$ cat src/rtl/stack_mem_ctrl.sv
`timescale 1ns/1ps
// ---------------------------------------------------------------------------
// stack_mem_ctrl
// Front end for M_circuit. In IDLE the CPU drives M_circuit through this
// block unchanged (AR/DR/MEMLOAD pass-through). Hardware PUSH/POP requests
// borrow the memory port for a short sequence and operate on a downward
// growing stack in [STACK_BASE, STACK_TOP].
//
// Optional feature macro: STACK_PEEK_EN
//   When defined, adds the 'peek' request: it reads the top of stack like a
//   pop but leaves sp alone. It has the lowest priority (push > pop > peek).
//
// Ports
//   clk_50       in   system clock, rising edge
//   rst          in   asynchronous reset, active-high
//   push         in   push request, sampled while ready=1
//   pop          in   pop request, sampled while ready=1
//   push_data    in   word to push, captured together with push
//   clear_flags  in   synchronous clear of overflow/underflow
//   peek         in   (STACK_PEEK_EN only) read top of stack without popping
//   cpu_ar       in   CPU address, forwarded while IDLE
//   cpu_dr       in   CPU write data, forwarded while IDLE
//   cpu_memload  in   CPU MEMLOAD, forwarded while IDLE
//   mem_data_out in   data_out of M_circuit
//   AR           out  address to M_circuit
//   DR           out  write data to M_circuit
//   CU           out  MEMLOAD strobe to M_circuit
//   ready        out  1 while IDLE; new requests are accepted
//   done         out  one-cycle completion pulse
//   err          out  qualifies done: operation was rejected
//   pop_data     out  last popped/peeked word, held until the next one
//   sp           out  stack pointer, next free slot
//   count        out  number of stored words
//   full, empty  out  stack status, combinational from sp
//   overflow     out  sticky: push attempted while full
//   underflow    out  sticky: pop attempted while empty
// ---------------------------------------------------------------------------
module stack_mem_ctrl #(
    parameter int unsigned           ADDR_W     = 12,
    parameter int unsigned           DATA_W     = 32,
    parameter int unsigned           MEM_W      = 38,
    parameter logic [ADDR_W-1:0]     STACK_BASE = 12'h44C,
    parameter logic [ADDR_W-1:0]     STACK_TOP  = 12'hFFF
) (
    input  logic                 clk_50,
    input  logic                 rst,
    input  logic                 push,
    input  logic                 pop,
    input  logic [DATA_W-1:0]    push_data,
    input  logic                 clear_flags,
`ifdef STACK_PEEK_EN
    input  logic                 peek,
`endif
    input  logic [ADDR_W-1:0]    cpu_ar,
    input  logic [DATA_W-1:0]    cpu_dr,
    input  logic                 cpu_memload,
    input  logic [MEM_W-1:0]     mem_data_out,
    output logic [ADDR_W-1:0]    AR,
    output logic [DATA_W-1:0]    DR,
    output logic                 CU,
    output logic                 ready,
    output logic                 done,
    output logic                 err,
    output logic [DATA_W-1:0]    pop_data,
    output logic [ADDR_W-1:0]    sp,
    output logic [ADDR_W-1:0]    count,
    output logic                 full,
    output logic                 empty,
    output logic                 overflow,
    output logic                 underflow
);

    // Number of slots between STACK_BASE and STACK_TOP inclusive.
    localparam logic [ADDR_W-1:0] L_DEPTH =
        ADDR_W'(32'(STACK_TOP) - 32'(STACK_BASE) + 32'd1);

    typedef enum logic [1:0] {
        S_IDLE    = 2'd0,
        S_PUSH_WR = 2'd1,
        S_POP_RD  = 2'd2,
        S_POP_CAP = 2'd3
    } state_t;

    state_t              r_state;
    state_t              w_state_nxt;

    logic [ADDR_W-1:0]   r_sp;
    logic [DATA_W-1:0]   r_push_data;
    logic [DATA_W-1:0]   r_pop_data;
    logic                r_overflow;
    logic                r_underflow;

    logic [ADDR_W-1:0]   w_count;
    logic [ADDR_W-1:0]   w_sp_inc;
    logic                w_full;
    logic                w_empty;
    logic                w_is_peek;
    logic                w_peek_req;
    logic                w_accept_push;
    logic                w_set_ovf;
    logic                w_set_unf;
    logic                w_sp_dec_en;
    logic                w_sp_inc_en;
    logic                w_cap_en;

    // Only the low DATA_W bits of the memory word carry stack data.
    logic                w_unused_mem_hi;
    assign w_unused_mem_hi = ^mem_data_out[MEM_W-1:DATA_W];

    // Stack status derived from sp.
    assign w_count  = ADDR_W'(STACK_TOP - r_sp);
    assign w_full   = (w_count == L_DEPTH);
    assign w_empty  = (w_count == '0);
    assign w_sp_inc = ADDR_W'(r_sp + ADDR_W'(1));

`ifdef STACK_PEEK_EN
    // Remembers whether the read sequence in flight is a peek.
    logic r_is_peek;

    always_ff @(posedge clk_50 or posedge rst) begin
        if (rst) begin
            r_is_peek <= 1'b0;
        end else if (r_state == S_IDLE) begin
            r_is_peek <= !push && !pop && peek;
        end
    end

    assign w_is_peek  = r_is_peek;
    assign w_peek_req = peek;
`else
    assign w_is_peek  = 1'b0;
    assign w_peek_req = 1'b0;
`endif

    assign w_accept_push = (r_state == S_IDLE) && push;

    // Datapath enables; rejected operations leave sp and pop_data alone.
    assign w_sp_dec_en = (r_state == S_PUSH_WR) && !w_full;
    assign w_sp_inc_en = (r_state == S_POP_CAP) && !w_empty && !w_is_peek;
    assign w_cap_en    = (r_state == S_POP_CAP) && !w_empty;
    assign w_set_ovf   = (r_state == S_PUSH_WR) && w_full;
    assign w_set_unf   = (r_state == S_POP_CAP) && w_empty && !w_is_peek;

    // State register.
    always_ff @(posedge clk_50 or posedge rst) begin
        if (rst) begin
            r_state <= S_IDLE;
        end else begin
            r_state <= w_state_nxt;
        end
    end

    // Next state and memory-port muxing. Reset forces CU low immediately
    // so an aborted push never produces a partial write.
    always_comb begin
        w_state_nxt = r_state;
        AR          = cpu_ar;
        DR          = cpu_dr;
        CU          = 1'b0;
        done        = 1'b0;
        err         = 1'b0;

        unique case (r_state)
            S_IDLE: begin
                AR = cpu_ar;
                DR = cpu_dr;
                CU = cpu_memload && !rst;
                if (push) begin
                    w_state_nxt = S_PUSH_WR;
                end else if (pop || w_peek_req) begin
                    w_state_nxt = S_POP_RD;
                end
            end
            S_PUSH_WR: begin
                AR          = r_sp;
                DR          = r_push_data;
                CU          = !w_full && !rst;
                done        = 1'b1;
                err         = w_full;
                w_state_nxt = S_IDLE;
            end
            S_POP_RD: begin
                AR          = w_sp_inc;
                DR          = r_push_data;
                w_state_nxt = S_POP_CAP;
            end
            S_POP_CAP: begin
                AR          = w_sp_inc;
                DR          = r_push_data;
                done        = 1'b1;
                err         = w_empty;
                w_state_nxt = S_IDLE;
            end
            default: begin
                w_state_nxt = S_IDLE;
            end
        endcase
    end

    // Push data is latched at accept so the requester may change it.
    always_ff @(posedge clk_50 or posedge rst) begin
        if (rst) begin
            r_push_data <= '0;
        end else if (w_accept_push) begin
            r_push_data <= push_data;
        end
    end

    // Stack pointer: one slot down per push, one slot up per pop.
    always_ff @(posedge clk_50 or posedge rst) begin
        if (rst) begin
            r_sp <= STACK_TOP;
        end else if (w_sp_dec_en) begin
            r_sp <= ADDR_W'(r_sp - ADDR_W'(1));
        end else if (w_sp_inc_en) begin
            r_sp <= w_sp_inc;
        end
    end

    // Captured pop/peek word.
    always_ff @(posedge clk_50 or posedge rst) begin
        if (rst) begin
            r_pop_data <= '0;
        end else if (w_cap_en) begin
            r_pop_data <= mem_data_out[DATA_W-1:0];
        end
    end

    // Sticky error flags; a set in the same cycle as a clear wins.
    always_ff @(posedge clk_50 or posedge rst) begin
        if (rst) begin
            r_overflow  <= 1'b0;
            r_underflow <= 1'b0;
        end else begin
            if (w_set_ovf) begin
                r_overflow <= 1'b1;
            end else if (clear_flags) begin
                r_overflow <= 1'b0;
            end
            if (w_set_unf) begin
                r_underflow <= 1'b1;
            end else if (clear_flags) begin
                r_underflow <= 1'b0;
            end
        end
    end

    assign ready     = (r_state == S_IDLE);
    assign pop_data  = r_pop_data;
    assign sp        = r_sp;
    assign count     = w_count;
    assign full      = w_full;
    assign empty     = w_empty;
    assign overflow  = r_overflow;
    assign underflow = r_underflow;

endmodule
$ cat config.mk
export PLATFORM = sky130hd
export DESIGN_NAME = stack_mem_ctrl
export DESIGN_NICKNAME = d
export VERILOG_FILES = /design/src/rtl/stack_mem_ctrl.sv
export SDC_FILE = /design/constraint.sdc
export NUM_CORES = 1
export LEC_CHECK = 0
export CORE_UTILIZATION = 41
export CTS_BUF_LIST = sky130_fd_sc_hd__clkbuf_4
export DETAILED_ROUTE_END_ITERATION = 8
export PLACE_DENSITY = 0.83
export REMOVE_ABC_BUFFERS = 1
export SLEW_MARGIN = 20
export SYNTH_ARGS = -nofsm -noshare
export SYNTH_HDL_FRONTEND = slang
export SYNTH_SLANG_ARGS = --single-unit
$ cat constraint.sdc
create_clock -name clk_50 -period 4.2 [get_ports clk_50]
set_input_delay 1.26 -clock clk_50 [delete_from_list [all_inputs] [get_ports clk_50]]
set_output_delay 1.26 -clock clk_50 [all_outputs]
set_load 0.01 [all_outputs]
# Word-level counts from Yosys, hierarchy flattened
# Cells that the tools add are included.
# W data, S select, Z words.
word_totals:
  reg_bits: 80
  input_bits: 120
  output_inout_bits: 108
  wordCells: 45
op_classes:
  addsub: 3
  eq_ne: 5
  muxes: 13
  n_reduce_logical: 18
ops:
  columns: ["cell", "n"]
  rows:
  - ["$pmux W32 S2", 1]
  - ["$pmux W12 S3", 1]
  - ["$mux W12", 2]
  - ["$add A12 B1 Y12 const B", 1]
  - ["$eq A12 B12 Y1 const B", 1]
  - ["$logic_not A12 Y1", 1]
  - ["$sub A12 B1 Y12 const B", 1]
  - ["$sub A12 B12 Y12 const A", 1]
  - ["$logic_and A1 B1 Y1", 7]
  - ["$pmux W2 S3", 1]
  - ["$reduce_bool A2 Y1", 3]
  - ["$eq A2 B2 Y1 const B", 2]
  - ["$mux W1", 4]
  - ["$mux W2", 2]
  - ["$pmux W1 S2", 2]
  - ["$reduce_or A2 Y1", 2]
  - ["$logic_not A1 Y1", 3]
  - ["$ne A3 B3 Y1 const B", 1]
  - ["$reduce_or A3 Y1", 1]
  - ["$eq A2 B1 Y1 const B", 1]
  - ["$logic_not A2 Y1", 1]

# Depth between registers and ports, before layout
# Gate-level depths: netlist of run 1.
depth:
  ltp_word: 6
  ltp_mapped: 8
  depth_no_buf: 6

# Least setup slack after synthesis of run 1
# No wires, ideal clock.
synth_path:
  kind: "input-to-output"
  from: "input cpu_memload"
  to: "output CU"
  t_arrival_ns: 1.969
  required_ns: 2.940
  slack_ns: 0.971
  path_stages: 2
  path_buffers: 0
  cell_sequence: "nor2_1 > a2111oi_0"
synth_between:
  elab_chain_cells: 2
synth_rtl:
  columns: ["item", "line_no", "rtl"]
  rows:
  - ["from (decl)", "56", "input logic cpu_memload,"]
  - ["$logic_and A1 B1 Y1", "167", "CU = cpu_memload && !rst;"]
  - ["$pmux W1 S2", "163", "unique case (r_state)"]
  - ["to (decl)", "60", "output logic CU,"]
# Every way passes these cells.

# Worst setup path in the final report of run 1
# Ends and elaborated chain as after synthesis.

==> flow_summary_export.csv, run 1 <==
group,metric,value,unit
global_routing,busiest_layer,"met2",
global_routing,met2_usage,0.395,
pwr,finalPower,4.50,mW
routing,routed_wl,12.4,mm
worst_hold_path,hold_class,"reg -> reg",
layout,layout-drive-gt1-share,0.179,
setup_path,startpoint_type,"input pin",
setup_path,criticalPathCategory,"in -> out",
global_routing,antenna_found_initial,0,
place,gp_congestion,0.825,
clock_network,clock-sinks,80,
routing,ant_nets,0,
place,post-dp-hpwl,9.26,mm
setup_path,endpoint,"CU",
floorplan,num_io_pins,228,
floorplan,die_area,10900,sq um
routing,drt_first_pass_iters,5,
sta,finalSetupTns,0,ns
global_routing,grt-ovfl-total,0,
sta,drv_slew,0,
yosys,synthArstFlopShare,1.00,
layout,final_common_cell,"clkdlybuf4s50_1",
layout,nets,760,
sta,final.period_utilization,0.959,
clock_network,htree_levels,3,
layout,num_antenna_cells,0,
yosys,synthesis.area,4300,sq um
pwr,vdd_drop_max,323,uV
clock_network,cts.path.max_buffers,2,
floorplan,std_cell_rows,37,
yosys,synthFlopType,"dfrtp_1",
sta,worstMarginPinSlew,0.874,ns
setup_path,cp_max_fo,1,
yosys,synth.area.top_cells,"dfrtp_1, mux2_2, nand2_1",
yosys,syn_inst,428,
sta,max-slew-margin-rel,0.412,
sta,hold_slack,0.483,ns
worst_hold_path,min_path_cells,2,
yosys,yosysTopAreaCell,"dfrtp_1",
global_routing,grt_use_total,0.230,
routing,num_vias,4036,
sta,period_needed,4.03,ns
sta,grt_setup_unrepaired,"no",
global_routing,met3_usage,0.0533,
place,placed_area,6590,sq um
layout,area.growth.synth_to_final,57.0,%
layout,fillers,817,
flow_run,maxCapViolCount,0,
yosys,ys_warn_count,0,
floorplan,placeableCoreArea,10200,sq um
outcome,status,"complete, no violations",
setup_path,crit_start,"cpu_memload",
global_routing,grtUsageMet1,0.282,
sta,setup_viol,0,
routing,drc,0,
yosys,synth_edf_count,0,
global_routing,grt_pass1_vias,3882,
routing,vias_per_cell,5.18,
sta,finClkSkew,0.0114,ns
setup_path,crit_arrival,2.77,ns
clock_network,clkTransAtPathRegs,0.11,ns
clock_network,cts-root-buf,"clkbuf_4",
routing,routedWlPerCell,15.9,um
yosys,synth_cell_type_count,57,
pwr,power_density,667,nW/um^2
clock_network,worstSkewPairLatency,0.41,ns
yosys,avgSynthCellArea,10.0,sq um
pwr,power.leakage,2.80,nW
sta,max_freq,0.248,GHz
setup_path,crit-reg2reg-capture,"sp[3]",
yosys,synth_seq_cells,80,
layout,layout_common_cells,"clkdlybuf4s50_1, nand2_1, dfrtp_1",
clock_network,cts_tree,"built",
setup_path,end_kind,"output pin",
setup_path,r2r-start,"r_state[0]",
yosys,ys_seq_area_frac,0.469,
floorplan,die_h,104,um
global_routing,grt_pass1_wl,19.9,mm
setup_path,regToRegSetupSlack,1.55,ns
yosys,synth.top_cell.area_share,0.396,
clock_network,cts_hold_buf,0,
setup_path,required,2.94,ns
floorplan,start_util,0.420,
sta,hold_viol,0,
clock_network,cts_buffers,9,
layout,final_area,6750,sq um
setup_path,reg2reg_depth,6,
layout,final-seq-area,2020,sq um
floorplan,die_x,104,um
place,port_buffers,221,
global_routing,grt_max_degree,36,
routing,drt_iter0_markers,164,
layout,multiInputGateArea,2070,sq um
[per-layer routing]
metal | wire [um] | up-vias
li1 | - | 1893
met1 | 4920 | 1926
met2 | 6230 | 190
met3 | 896 | 27
met4 | 318 | 0
met5 | 0 | -
[timing repair]
action                                  4_1_cts  5_1_grt
buffers inserted                              0        2
endpoints found under the setup margin        2        4
resized for setup                             1        3
[kinds of logic after synthesis]
kind of cell	share of synthesized area
buffers and inverters	0.0582
DFF	0.469
xor gates and xnor gates	0.0285
muxes	0.176
AOI/OAI and AO/OA	0.0908
and+or+nand+nor	0.172
adders and majority gates	0.00582
[metrics by stage]
stage | setup slack (ns) | util | instances
final | 0.174 | 0.660 | 779
after global routing | 0.0168 | 0.660 | 779
after CTS | 0.00891 | 0.658 | 777
after detailed placement | 0.208 | 0.644 | 761
after global placement | 0.213 | 0.644 | 761
after floorplan | 0.144 | - | 396
[synth_stat cells, types with 2 or more instances]
| cell type | n |
|---|---|
| o31ai_1 | 3 |
| nor2_1 | 10 |
| ha_1 | 2 |
| nor3_1 | 7 |
| nor4_1 | 4 |
| nand4_1 | 3 |
| nor2b_1 | 10 |
| inv_1 | 19 |
| mux2i_1 | 2 |
| dfrtp_1 | 68 |
| a32oi_1 | 4 |
| a21oi_1 | 12 |
| o22ai_1 | 5 |
| nand2_1 | 100 |
| and3_1 | 3 |
| xnor2_1 | 14 |
| dfstp_2 | 12 |
| nand3_1 | 8 |
| a211oi_1 | 9 |
| o21ai_0 | 4 |
| mux2_2 | 64 |
| or4_1 | 2 |
| clkbuf_1 | 17 |
| buf_2 | 6 |
| buf_6 | 6 |
| o211ai_1 | 3 |
[power breakdown]
| part | switching, mW | total, mW | internal (mW) | leakage, nW |
|---|---|---|---|---|
| clock network | 0.255 | 0.454 | 0.199 | 0.0750 |
| logic | 1.06 | 2.51 | 1.45 | 1.78 |
| registers | 0.355 | 1.53 | 1.18 | 0.944 |
[how the worst min path moves through the flow]
stage	start	to	slack (ns)
final	pop_data[7]	pop_data[7]	0.48
after floorplan	r_push_data[0]	r_push_data[0]	0.48
after global routing	pop_data[23]	pop_data[23]	0.51
after detailed placement	pop_data[23]	pop_data[23]	0.46
after global placement	pop_data[12]	pop_data[12]	0.46
after CTS	pop_data[7]	pop_data[7]	0.49
[area by class of cell]
cell class / instances / share of cell area
Multi-Input combinational cell: 297 / 0.306
Clock buffer: 12 / 0.0133
Inverter: 19 / 0.0107
Clock inverter: 4 / 0.00686
Sequential cell: 80 / 0.299
Tap cell: 136 / 0.0252
Timing Repair Buffer: 231 / 0.339
[sequential cells by signal, summed over array words and instances, names as in the netlist]
register / cells
pop_data: 32
r_push_data: 32
sp: 12
r_state: 2
overflow: 1
underflow: 1
[critical path: stages]
cell             delay [ns]
clkdlybuf4s50_1        0.46
nor2_1                 0.04
a2111oi_0              0.40
clkdlybuf4s50_1        0.61
(Power assumes the default switching activity.)
==> run 2: changes to the inputs <==
--- a/config.mk
+++ b/config.mk
@@ -8,7 +8,7 @@
 export CORE_UTILIZATION = 41
 export CTS_BUF_LIST = sky130_fd_sc_hd__clkbuf_4
 export DETAILED_ROUTE_END_ITERATION = 8
-export PLACE_DENSITY = 0.83
+export PLACE_DENSITY_LB_ADDON = 0.1
 export REMOVE_ABC_BUFFERS = 1
 export SLEW_MARGIN = 20
 export SYNTH_ARGS = -nofsm -noshare
==> flow_summary_export.csv, run 2 (synthesis gave the netlist of run 1 again) <==
group,metric,value,unit
global_routing,grt_pass1_vias,3995,
floorplan,die_x,104,um
sta,final.period_utilization,0.958,
setup_path,cp_max_fo,8,
place,port_buffers,221,
layout,nets,764,
layout,final_common_cell,"clkdlybuf4s50_1",
clock_network,htree_levels,3,
global_routing,grt_max_degree,46,
layout,layout-drive-gt1-share,0.184,
setup_path,crit_arrival,2.76,ns
flow_run,maxCapViolCount,0,
floorplan,num_io_pins,228,
floorplan,start_util,0.420,
clock_network,cts_tree,"built",
sta,worstMarginPinSlew,0.898,ns
sta,drv_slew,0,
place,placed_area,6600,sq um
sta,max_freq,0.249,GHz
sta,hold_viol,0,
layout,multiInputGateArea,2070,sq um
pwr,power_density,670,nW/um^2
place,post-dp-hpwl,8.98,mm
clock_network,cts.path.max_buffers,2,
sta,max-slew-margin-rel,0.397,
layout,area.growth.synth_to_final,58.3,%
setup_path,startpoint_type,"flop",
worst_hold_path,hold_class,"reg -> reg",
outcome,status,"complete, no violations",
routing,drt_first_pass_iters,6,
layout,final-seq-area,2020,sq um
routing,drt_iter0_markers,104,
floorplan,die_area,10900,sq um
global_routing,antenna_found_initial,0,
sta,grt_setup_unrepaired,"no",
sta,setup_viol,0,
pwr,vdd_drop_max,328,uV
routing,vias_per_cell,5.09,
global_routing,grt-ovfl-total,0,
floorplan,placeableCoreArea,10200,sq um
layout,layout_common_cells,"clkdlybuf4s50_1, nand2_1, dfrtp_1",
global_routing,grt_pass1_wl,19.6,mm
routing,routed_wl,12.2,mm
place,gp_congestion,0.864,
layout,final_area,6810,sq um
sta,period_needed,4.02,ns
global_routing,grt_use_total,0.228,
setup_path,required,2.94,ns
pwr,finalPower,4.56,mW
setup_path,criticalPathCategory,"reg -> out",
layout,num_antenna_cells,0,
routing,num_vias,3982,
routing,ant_nets,0,
clock_network,cts_buffers,9,
routing,drc,0,
sta,finClkSkew,0.0124,ns
clock_network,clkTransAtPathRegs,0.12,ns
pwr,power.leakage,2.81,nW
clock_network,clock-sinks,80,
floorplan,die_h,104,um
floorplan,std_cell_rows,37,
clock_network,worstSkewPairLatency,0.43,ns
setup_path,end_kind,"output pin",
routing,routedWlPerCell,15.6,um
sta,finalSetupTns,0,ns
layout,fillers,834,
clock_network,cts-root-buf,"clkbuf_4",
==> run 2: cell count changes in the layout (fill, tap and decap cells not counted), sizes merged <==
cell	before	now
clkinv	3	4
buf	10	14
clkbuf	12	10
clkdlybuf4s50	220	221
dlymetal6s2s	1	0
bufinv	1	2
==> run 2: power by group <==
group	leakage (nW)	switching [mW]	internal (mW)	total, mW
sequential	0.944	0.357	1.18	1.53
clock	0.0817	0.269	0.245	0.514
combinational	1.79	1.04	1.48	2.52
total	2.81	1.66	2.90	4.56
==> run 2: what timing repair did <==
item / 4_1_cts / 5_1_grt
gates resized for setup: 1 / 3
hold buffers: 0 / 0
endpoints found under the setup margin: 1 / 5
buffers inserted: 0 / 5
==> run 2: routing by layer <==
layer,up-vias,GRT usage,share of wire
li1,1910,-,-
met1,1885,0.269,0.40
met2,169,0.380,0.50
met3,18,0.0733,0.082
met4,0,0.0959,0.017
met5,-,0,0
==> run 2: final timing paths <==
check                            endpoint  slack (ns)         start  cells after the start
setup / recovery                   AR[10]        0.18         sp[0]                      5
hold / removal               pop_data[20]        0.49  pop_data[20]                      2
setup reg to reg                   sp[10]        1.58    r_state[1]                      5
hold reg to reg              pop_data[20]        0.49  pop_data[20]                      2
max in group asynchronous          sp[10]        2.10           rst                      3
min in group asynchronous  r_push_data[8]        1.29           rst                      2
==> run 2: layout make-up <==
class	instances	area share
timing repair buffer	235	0.340
multi-input combinational	297	0.304
sequential	80	0.296
tap	136	0.0250
clock inverter	6	0.0123
clock buffer	10	0.0110
inverter	19	0.0107
==> run 2: worst max-delay path: stages (launching register included) <==
cell	delay, ns
dfstp_2	0.63
ha_2	0.26
nand3_1	0.16
or4_1	0.56
a31oi_1	0.18
clkdlybuf4s50_1	0.55
==> run 2: metrics by stage <==
stage	instances	hold slack, ns	setup slack [ns]	utilization
6_report	783	0.486	0.177	0.666
5_1_grt	783	0.518	0.0297	0.666
4_1_cts	778	0.493	0.0313	0.661
3_5_place_dp	762	0.461	0.214	0.645
3_3_place_gp	762	0.457	0.221	0.645
2_1_floorplan	396	0.477	0.144	-
